===== src/rtl/voice_table_sweeper_pkg.sv =====
// Shared definitions for the voice table sweeper: FSM encoding, RAM word
// field positions and the per-voice square-wave amplitude.
package voice_table_sweeper_pkg;

  typedef enum logic [1:0] {
    ST_IDLE  = 2'd0,
    ST_SWEEP = 2'd1,
    ST_DRAIN = 2'd2,
    ST_DONE  = 2'd3
  } state_t;

  // Gate sits directly above the increment field in each RAM word.
  function automatic int gate_bit(int inc_w);
    return inc_w;
  endfunction

  // Largest amplitude for which N voices summed can never overflow OUT_WIDTH.
  function automatic int amp_of(int out_w, int addr_w);
    return (1 << (out_w - 1 - addr_w)) - 1;
  endfunction

endpackage


===== src/rtl/voice_table_sweeper_if.sv =====
// Port-B bus of the voice-parameter dual-port RAM.
interface voice_table_sweeper_if #(
  parameter int ADDR_WIDTH = 4,
  parameter int INC_WIDTH  = 16
);
  logic [ADDR_WIDTH-1:0] ram_addr;
  logic                  ram_we;
  logic [INC_WIDTH:0]    ram_din;
  logic [INC_WIDTH:0]    ram_dout;

  modport master (output ram_addr, output ram_we, output ram_din, input ram_dout);
  modport slave  (input ram_addr, input ram_we, input ram_din, output ram_dout);
endinterface


===== src/rtl/voice_table_sweeper_phase_bank.sv =====
// Per-voice phase accumulators; combinational read so the returning RAM word
// can be processed in the same clock it arrives.
module voice_table_sweeper_phase_bank #(
  parameter int ADDR_WIDTH  = 4,
  parameter int PHASE_WIDTH = 24
) (
  input  logic                   clk,
  input  logic                   rst,
  input  logic [ADDR_WIDTH-1:0]  rd_idx,
  output logic [PHASE_WIDTH-1:0] rd_phase,
  input  logic                   we,
  input  logic [ADDR_WIDTH-1:0]  wr_idx,
  input  logic [PHASE_WIDTH-1:0] wr_phase
);
  localparam int N = 1 << ADDR_WIDTH;

  logic [PHASE_WIDTH-1:0] phase_q [N];

  always_ff @(posedge clk or posedge rst) begin
    if (rst) begin
      for (int i = 0; i < N; i++) phase_q[i] <= '0;
    end else if (we) begin
      phase_q[wr_idx] <= wr_phase;
    end
  end

  assign rd_phase = phase_q[rd_idx];

endmodule


===== src/rtl/voice_table_sweeper.sv =====
// Sweeps the voice table on each sample tick, advances every voice phase and
// emits one mixed square-wave sample per tick.
//
// state | meaning
// IDLE  | waiting for tick
// SWEEP | issuing addresses 0..N-1, processing the word of the previous address
// DRAIN | processing the word of voice N-1
// DONE  | publishing the accumulated mix
module voice_table_sweeper
  import voice_table_sweeper_pkg::*;
#(
  parameter int ADDR_WIDTH  = 4,
  parameter int INC_WIDTH   = 16,
  parameter int PHASE_WIDTH = 24,
  parameter int OUT_WIDTH   = 16
) (
  input  logic                        clk,
  input  logic                        rst,
  input  logic                        tick,
  voice_table_sweeper_if.master       ram,
  output logic signed [OUT_WIDTH-1:0] mix_out,
  output logic                        mix_valid,
  output logic                        busy,
  output logic                        overrun
);
  localparam int N    = 1 << ADDR_WIDTH;
  localparam int GATE = gate_bit(INC_WIDTH);
  localparam logic signed [OUT_WIDTH-1:0] AMP = OUT_WIDTH'(amp_of(OUT_WIDTH, ADDR_WIDTH));
  localparam logic [ADDR_WIDTH-1:0] LAST_ADDR = ADDR_WIDTH'(N - 1);

  state_t                       state_q, state_d;
  logic [ADDR_WIDTH-1:0]        addr_q, idx_q;
  logic                         valid_q;
  logic signed [OUT_WIDTH-1:0]  acc_q;
  logic [PHASE_WIDTH-1:0]       cur_phase, new_phase;
  logic signed [OUT_WIDTH-1:0]  contrib;
  logic                         gate;

  assign ram.ram_addr = addr_q;
  assign ram.ram_we   = 1'b0;
  assign ram.ram_din  = '0;

  always_comb begin
    state_d = state_q;
    case (state_q)
      ST_IDLE:  if (tick) state_d = ST_SWEEP;
      ST_SWEEP: if (addr_q == LAST_ADDR) state_d = ST_DRAIN;
      ST_DRAIN: state_d = ST_DONE;
      ST_DONE:  state_d = ST_IDLE;
      default:  state_d = ST_IDLE;
    endcase
  end

  always_comb begin
    gate      = ram.ram_dout[GATE];
    new_phase = '0;
    contrib   = '0;
    if (gate) begin
      new_phase = cur_phase + PHASE_WIDTH'(ram.ram_dout[INC_WIDTH-1:0]);
      contrib   = new_phase[PHASE_WIDTH-1] ? AMP : -AMP;
    end
  end

  // idx_q lags addr_q by one clock to line up with the registered RAM output.
  voice_table_sweeper_phase_bank #(
    .ADDR_WIDTH (ADDR_WIDTH),
    .PHASE_WIDTH(PHASE_WIDTH)
  ) u_bank (
    .clk     (clk),
    .rst     (rst),
    .rd_idx  (idx_q),
    .rd_phase(cur_phase),
    .we      (valid_q),
    .wr_idx  (idx_q),
    .wr_phase(new_phase)
  );

  always_ff @(posedge clk or posedge rst) begin
    if (rst) begin
      state_q   <= ST_IDLE;
      addr_q    <= '0;
      idx_q     <= '0;
      valid_q   <= 1'b0;
      acc_q     <= '0;
      mix_out   <= '0;
      mix_valid <= 1'b0;
      busy      <= 1'b0;
      overrun   <= 1'b0;
    end else begin
      state_q   <= state_d;
      idx_q     <= addr_q;
      valid_q   <= (state_q == ST_SWEEP);
      overrun   <= tick && (state_q != ST_IDLE);
      mix_valid <= 1'b0;
      if (valid_q) acc_q <= acc_q + contrib;
      case (state_q)
        ST_IDLE: if (tick) begin
          addr_q <= '0;
          acc_q  <= '0;
          busy   <= 1'b1;
        end
        ST_SWEEP: if (addr_q != LAST_ADDR) addr_q <= addr_q + 1'b1;
        ST_DONE: begin
          mix_out   <= acc_q;
          mix_valid <= 1'b1;
          busy      <= 1'b0;
        end
        default: ;
      endcase
    end
  end

endmodule


===== src/flat_wrapper.sv =====
// flat-port wrapper written by rule: the top's interface ports become plain ports
module voice_table_sweeper_flat import voice_table_sweeper_pkg::*;
#(
  parameter int ADDR_WIDTH  = 4,
  parameter int INC_WIDTH   = 16,
  parameter int PHASE_WIDTH = 24,
  parameter int OUT_WIDTH   = 16
)
  (clk, rst, tick, mix_out, mix_valid, busy, overrun, ram_ram_addr, ram_ram_we, ram_ram_din, ram_ram_dout);
  voice_table_sweeper_if #(.ADDR_WIDTH(ADDR_WIDTH), .INC_WIDTH(INC_WIDTH)) ram_i ();
  input  logic clk;
  input  logic rst;
  input  logic tick;
  output logic signed [OUT_WIDTH-1:0] mix_out;
  output logic mix_valid;
  output logic busy;
  output logic overrun;
  output wire logic [$bits(ram_i.ram_addr)-1:0] ram_ram_addr;
  output wire logic [$bits(ram_i.ram_we)-1:0] ram_ram_we;
  output wire logic [$bits(ram_i.ram_din)-1:0] ram_ram_din;
  input wire logic [$bits(ram_i.ram_dout)-1:0] ram_ram_dout;
  assign ram_ram_addr = ram_i.ram_addr;
  assign ram_ram_we = ram_i.ram_we;
  assign ram_ram_din = ram_i.ram_din;
  assign ram_i.ram_dout = ram_ram_dout;
  voice_table_sweeper #(.ADDR_WIDTH(ADDR_WIDTH), .INC_WIDTH(INC_WIDTH), .PHASE_WIDTH(PHASE_WIDTH), .OUT_WIDTH(OUT_WIDTH)) u_core (.clk(clk), .rst(rst), .tick(tick), .ram(ram_i), .mix_out(mix_out), .mix_valid(mix_valid), .busy(busy), .overrun(overrun));
endmodule

===== config.mk =====
export PLATFORM = sky130hd
export DESIGN_NAME = voice_table_sweeper_flat
export DESIGN_NICKNAME = d
export VERILOG_FILES = /design/src/rtl/voice_table_sweeper_pkg.sv /design/src/rtl/voice_table_sweeper_if.sv /design/src/rtl/voice_table_sweeper_phase_bank.sv /design/src/rtl/voice_table_sweeper.sv /design/src/flat_wrapper.sv
export SDC_FILE = /design/constraint.sdc
export NUM_CORES = 1
export LEC_CHECK = 0
export ABC_AREA = 0
export CORE_ASPECT_RATIO = 0.6
export CORE_MARGIN = 2
export CORE_UTILIZATION = 45
export CTS_CLUSTER_SIZE = 40
export DETAILED_ROUTE_END_ITERATION = 10
export PLACE_DENSITY_LB_ADDON = 0.08
export SKIP_CTS_REPAIR_TIMING = 1
export SYNTH_ARGS = -nofsm -noshare
export SYNTH_HDL_FRONTEND = slang
export SYNTH_SLANG_ARGS = --single-unit

===== constraint.sdc =====
create_clock -name clk -period 17 [get_ports clk]
set_input_delay 4.25 -clock clk [delete_from_list [all_inputs] [get_ports clk]]
set_output_delay 4.25 -clock clk [all_outputs]
set_load 0.005 [all_outputs]

Word-level counts from Yosys, hierarchy flattened
Cells that the tools add are included.
{ "word_totals": {"input_bits": 20, "ff_bits": 430} }
{ "classes": {"bitwise_logic": 1, "n_mux": 21, "add_sub_neg": 3, "eq_ne": 8, "reduce_logical": 9, "magnitude_cmp": 2} }
{ "op_table": {"columns": ["op", "count"], "rows": [
  ["$bwmux 384", 1],
  ["$bmux 24 s4", 1],
  ["$demux 24 s4", 1],
  ["$mux 24", 4],
  ["$mux 16", 5],
  ["$add 24x16->24", 1],
  ["$add 16x16->16", 1],
  ["$mux 4", 2],
  ["$pmux 2 s4", 1],
  ["$pmux 4 s2", 1],
  ["$reduce_bool 2->1", 3],
  ["$ge 5x5->1 const B", 1],
  ["$lt 5x1->1 const B", 1],
  ["$not 4->5", 1],
  ["$add 4x1->4 const B", 1],
  ["$eq 2x2->1 const B", 2],
  ["$eq 4x4->1 const B", 1],
  ["$mux 2", 2],
  ["$ne 2x2->1 const B", 2],
  ["$ne 4x4->1 const B", 1],
  ["$reduce_and 2->1", 2],
  ["$reduce_and 3->1", 1],
  ["$eq 2x1->1 const B", 1],
  ["$logic_and 1x1->1", 2],
  ["other kinds (4)", 5]
]} }

Depth between registers and ports, before layout
{ "logic_depth": {"word_depth": 11, "depth_mapped": 26} }

By module
Synthesis repeated with hierarchy kept, for this count alone.
{ "hier_totals": {"hier_cells": 1483, "area_unflattened_um2": 20761.2} }
{ "modules_own_cells": {"columns": ["module", "seq_area_each_um2", "area_each_um2", "cells_per_inst", "instances"], "rows": [
  ["voice_table_sweeper_phase_bank", 9609.2, 17126.4, 1060, 1],
  ["voice_table_sweeper", 1151.1, 3634.7, 423, 1]
]} }

Least setup slack after synthesis
OpenSTA, ideal clock, no wires.
{ "synth_timing": {"path_type": "input-to-reg", "from": "in ram_ram_dout[11]", "to": "reg u_core.acc_q[14]", "arrival_ps": 7704, "path_stages": 16, "n_path_buf": 1, "setup_time_ps": 104, "slack_ps": 9192, "required_time_ps": 16896, "path_cell_list": "ha_1 > o21a_1 > o21ai_0 > a211o_1 > a32oi_1 > a31oi_4 > o21ai_2 > clkbuf_1 > xnor2_1 > ha_1 > nand3_1 > or3_1 > a21o_1 > o32ai_1 > nand3b_1 > o311ai_1"} }
{ "synth_via": {"elab_chain_cells": 7} }
{ "synth_lines": {"columns": ["item", "line_no", "source"], "rows": [
  ["start, declared", "flat_wrapper.sv:21", "input wire logic [$bits(ram_i.ram_dout)-1:0] ram_ram_dout;"],
  ["$add 24x16->24 (*)", "voice_table_sweeper.sv:59", "new_phase = cur_phase + PHASE_WIDTH'(ram.ram_dout[INC_WIDTH-1:0]);"],
  ["$mux 16 (*)", "voice_table_sweeper.sv:60", "contrib = new_phase[PHASE_WIDTH-1] ? AMP : -AMP;"],
  ["$mux 16 (*)", "voice_table_sweeper.sv:58", "if (gate) begin"],
  ["$add 16x16->16 (*)", "voice_table_sweeper.sv:95", "if (valid_q) acc_q <= acc_q + contrib;"],
  ["$mux 16 (*)", "voice_table_sweeper.sv:95", null],
  ["$mux 16", "voice_table_sweeper.sv:97", "ST_IDLE: if (tick) begin"],
  ["$mux 16 (*)", "voice_table_sweeper.sv:96", "case (state_q)"],
  ["end signal, assigned", "voice_table_sweeper.sv:95", null],
  ["end, declared", "voice_table_sweeper.sv:34", "logic signed [OUT_WIDTH-1:0] acc_q;"]
]} }
Every way passes the cells marked *; elsewhere a longest branch is shown, timed or not.
A chain may end at the register's enable or synchronous reset.

Worst setup path in the final report
{ "layout_timing": {"from": "in ram_ram_dout[1]", "to": "reg u_core.acc_q[15]"} }
The elaborated chain is that of the path after synthesis.

==> reports/results.txt <==
outcome = finished, final reports clean
list of cells traversed by the critical path = clkdlybuf4s50_1, ha_1, a211oi_1, o21ai_0, nand3_1, a32oi_1, a31oi_4, or3_1, inv_1, ha_1, inv_1, nor4_1, nor2_1, o41ai_4, a2111oi_4, o21a_1, nor3_2
Max Fanout on Critical Path = 9
total I/O pin count = 61
Fin Hold WS = 0.471 ns
GR Overflow Total = 0
count of vias placed by the detailed router = 14300
relative contribution of combinational cells to total power = 44.2%
max-cap violation count = 0
insertion delay of the later-clocked pin in the worst-skew pair = 0.56 ns
YS warnings = 0
width of the chip = 279 µm
leading cell types in the layout, fill and taps excluded = 533 x sky130_fd_sc_hd__nand2_1, 427 x sky130_fd_sc_hd__dfrtp_1, 314 x sky130_fd_sc_hd__o21ai_0
share of the clock period used by the worst path after layout = 49.2%
count of endpoints failing hold in the final timing report = 0
Synth Area in XOR/XNOR = 1.24%
total number of nets in the final design = 1955
Rows = 60
WL per Instance = 22.0 µm
Slowest cell on crit path = sky130_fd_sc_hd__a32oi_1
Clock power frac = 21.9%
leakage = 10.1 nW
vias per inst = 5.64
share of synthesized cell area in full adder, half adder and majority cells = 1.56%
GPL Wtd Cong = 0.826
first-pass detailed-route iteration total = 5
height of the chip = 169 µm
worst reg-to-reg setup slack = 10.02 ns
relative slew slack = 19.7%
port bufs = 42
clock buffer depth = 3
largest family of logic cells by synthesized area = multiplexers
antenna cells = 0
number of remaining DRC errors = 0
slew of the pin with the lowest slew margin = 1.20 ns
Post-synth EDFFs = 0
most common cell after layout, fill and taps aside = sky130_fd_sc_hd__nand2_1
post-route ant nets = 0
estimated wirelength of the detail-placed design = 35.7 mm
switching fraction of total power = 40.7%
post-synthesis area per instance = 10.6 µm²
total of flip-flops plus latches after synthesis = 430
final slew viol count = 0
Distinct cells, synth = 75
antenna violations before repair = 0
gr usage total = 24.4%
unrepaired setup endpoints after global routing = no
power per standard cell area = 204 nW/µm²
die area = 47300 µm²
most common flop cell mapped by yosys = sky130_fd_sc_hd__dfrtp_1
count of clock tree sinks = 430
Switch Pwr = 1.89 mW
starting density of the core = 45.6%
critical path's largest stage delay = 0.70 ns
deepest level of the CTS H-tree = 2
Worst-path clk slew = 0.07 ns
number of global-route vias before repair = 14200
Seq pwr share = 33.9%
cell count after synthesis = 1932
clock tree from TritonCTS = yes
Internal = 2.76 mW
peak ir drop on the vdd network = 0.0859 mV
worst hold path type = flop to flop
placeable core area = 44900 µm²
final worst path period need = 8.36 ns
element type at the critical path start = input port
simple-gate area share of the yosys netlist = 13.9%
Synth Area in Compound Gates = 11.4%
global-route wire length before repair = 88.1 mm
P&R area growth vs syn = 11.2%
worst path required time = 17.43 ns
post-synthesis cell area = 20500 µm²
Clock Skews = 0.0270 ns
maximum number of pins on one net before global-route repair = 165
endpoint kind of the worst setup timing path = flop
Fmax = 120 MHz
final total negative setup slack = 0 ns
multiplexer fraction of the synthesized cell area = 15.1%
sequential cell area fraction in the yosys report = 52.6%
ys async rst share = 100%
type of the worst setup path = input port to flop
Arrival @ worst endpoint = 8.79 ns
total length of routed wires = 55.7 mm
clk root buf = sky130_fd_sc_hd__clkbuf_16
share of final-layout standard cells stronger than drive strength 1 = 14.2%
Finish-stage setup viols = 0
clock buffers created by TritonCTS = 43
Iter 0 DRT Violations = 1224
[worst max-delay path: cells and delay by family]
kind,cells,cell delay (ns)
buffers and inverters,3,0.75
AO/OA/AOI/OAI,7,2.04
adder cells (fa/ha/maj),2,0.57
AND/OR/NAND/NOR,5,1.16
[path summary, 6_finish.rpt]
kind	end	cells past startpoint	startpoint
min	u_core.u_bank.phase_q[257]	2	u_core.u_bank.phase_q[257]
max reg2reg	u_core.acc_q[15]	19	u_core.idx_q[0]
min reg2reg	u_core.u_bank.phase_q[257]	2	u_core.u_bank.phase_q[257]
max in group asynchronous	u_core.idx_q[0]	4	rst
max	u_core.acc_q[15]	17	ram_ram_dout[1]
min in group asynchronous	u_core.u_bank.phase_q[26]	2	rst
[sequential cells by signal, summed over array words and instances, names as in the netlist]
register and cells:
u_core.valid_q 1, u_core.overrun 1, u_core.idx_q 4, u_core.mix_out 16
u_core.mix_valid 1, u_core.busy 1, u_core.ram.ram_addr 4, u_core.acc_q 16
u_core.u_bank.phase_q 384, u_core.state_q 2
[per-stage QoR]
stage / instances / setup slack, ns / utilization, % / cell area, µm² / total power [mW]
after CTS: 2531 / 8.66 / 50.7 / 22800 / 4.66
after floorplan: 1949 / 0.775 / - / 20500 / 2.99
after detailed placement: 2454 / 8.10 / 47.3 / 21200 / 3.63
after global placement: 2454 / 8.30 / 47.3 / 21200 / 3.58
after global routing: 2531 / 8.40 / 50.7 / 22800 / 4.98
final: 2531 / 8.64 / 50.7 / 22800 / 4.65
[final cells by class]
type,count,area [µm²]
timing repair buffer,76,683
inverter,26,106
multi-input combinational,1333,8950
tap,589,737
fill,4116,22100
sequential,430,10800
clock inverter,14,215
clock buffer,63,1300
[metal layers]
layer  vias to the layer above  global-route usage, %  wire, µm
li1                       6634                      -         -
met5                         -                  0.308         0
met4                         0                   3.65       585
met1                      7202                   37.7     27500
met3                        47                   6.68      4200
met2                       401                   34.8     23300
[synthesized netlist by cell type, drive strengths merged, types with 7 or more instances]
cell type / instances / area, µm²
a211oi: 9 / 67.6
a21o: 7 / 52.6
a21oi: 21 / 105
a22oi: 8 / 60.1
buf: 48 / 334
clkbuf: 112 / 422
dfrtp: 430 / 10800
ha: 24 / 300
inv: 25 / 93.8
mux2: 40 / 450
mux4: 114 / 2600
nand2: 534 / 2000
nand2b: 8 / 50.1
nand3: 22 / 115
nor2: 52 / 195
nor2b: 10 / 62.6
nor3: 12 / 75.1
nor3b: 8 / 60.1
o21ai: 331 / 1660
or3: 10 / 62.6
xnor2: 15 / 131
xor2: 14 / 123
[power by group through the flow]
| stage | combinational (mW) | sequential, mW | clock, mW |
|---|---|---|---|
| finish | 2.05 | 1.58 | 1.02 |
| global route | 2.28 | 1.62 | 1.09 |
| CTS | 2.04 | 1.57 | 1.04 |
| detailed placement | 2.04 | 1.59 | 0 |
| global placement | 2.00 | 1.58 | 0 |
| floorplan | 1.50 | 1.49 | 0 |
[cells by family after synthesis]
group / after synthesis
AOI/OAI and AO/OA: 416
adders and majority gates: 25
and+or+nand+nor: 686
muxes: 159
buffers and inverters: 186
xor gates and xnor gates: 29
DFF: 430
other: 1
Note: power is estimated with default switching activity, not from simulation.
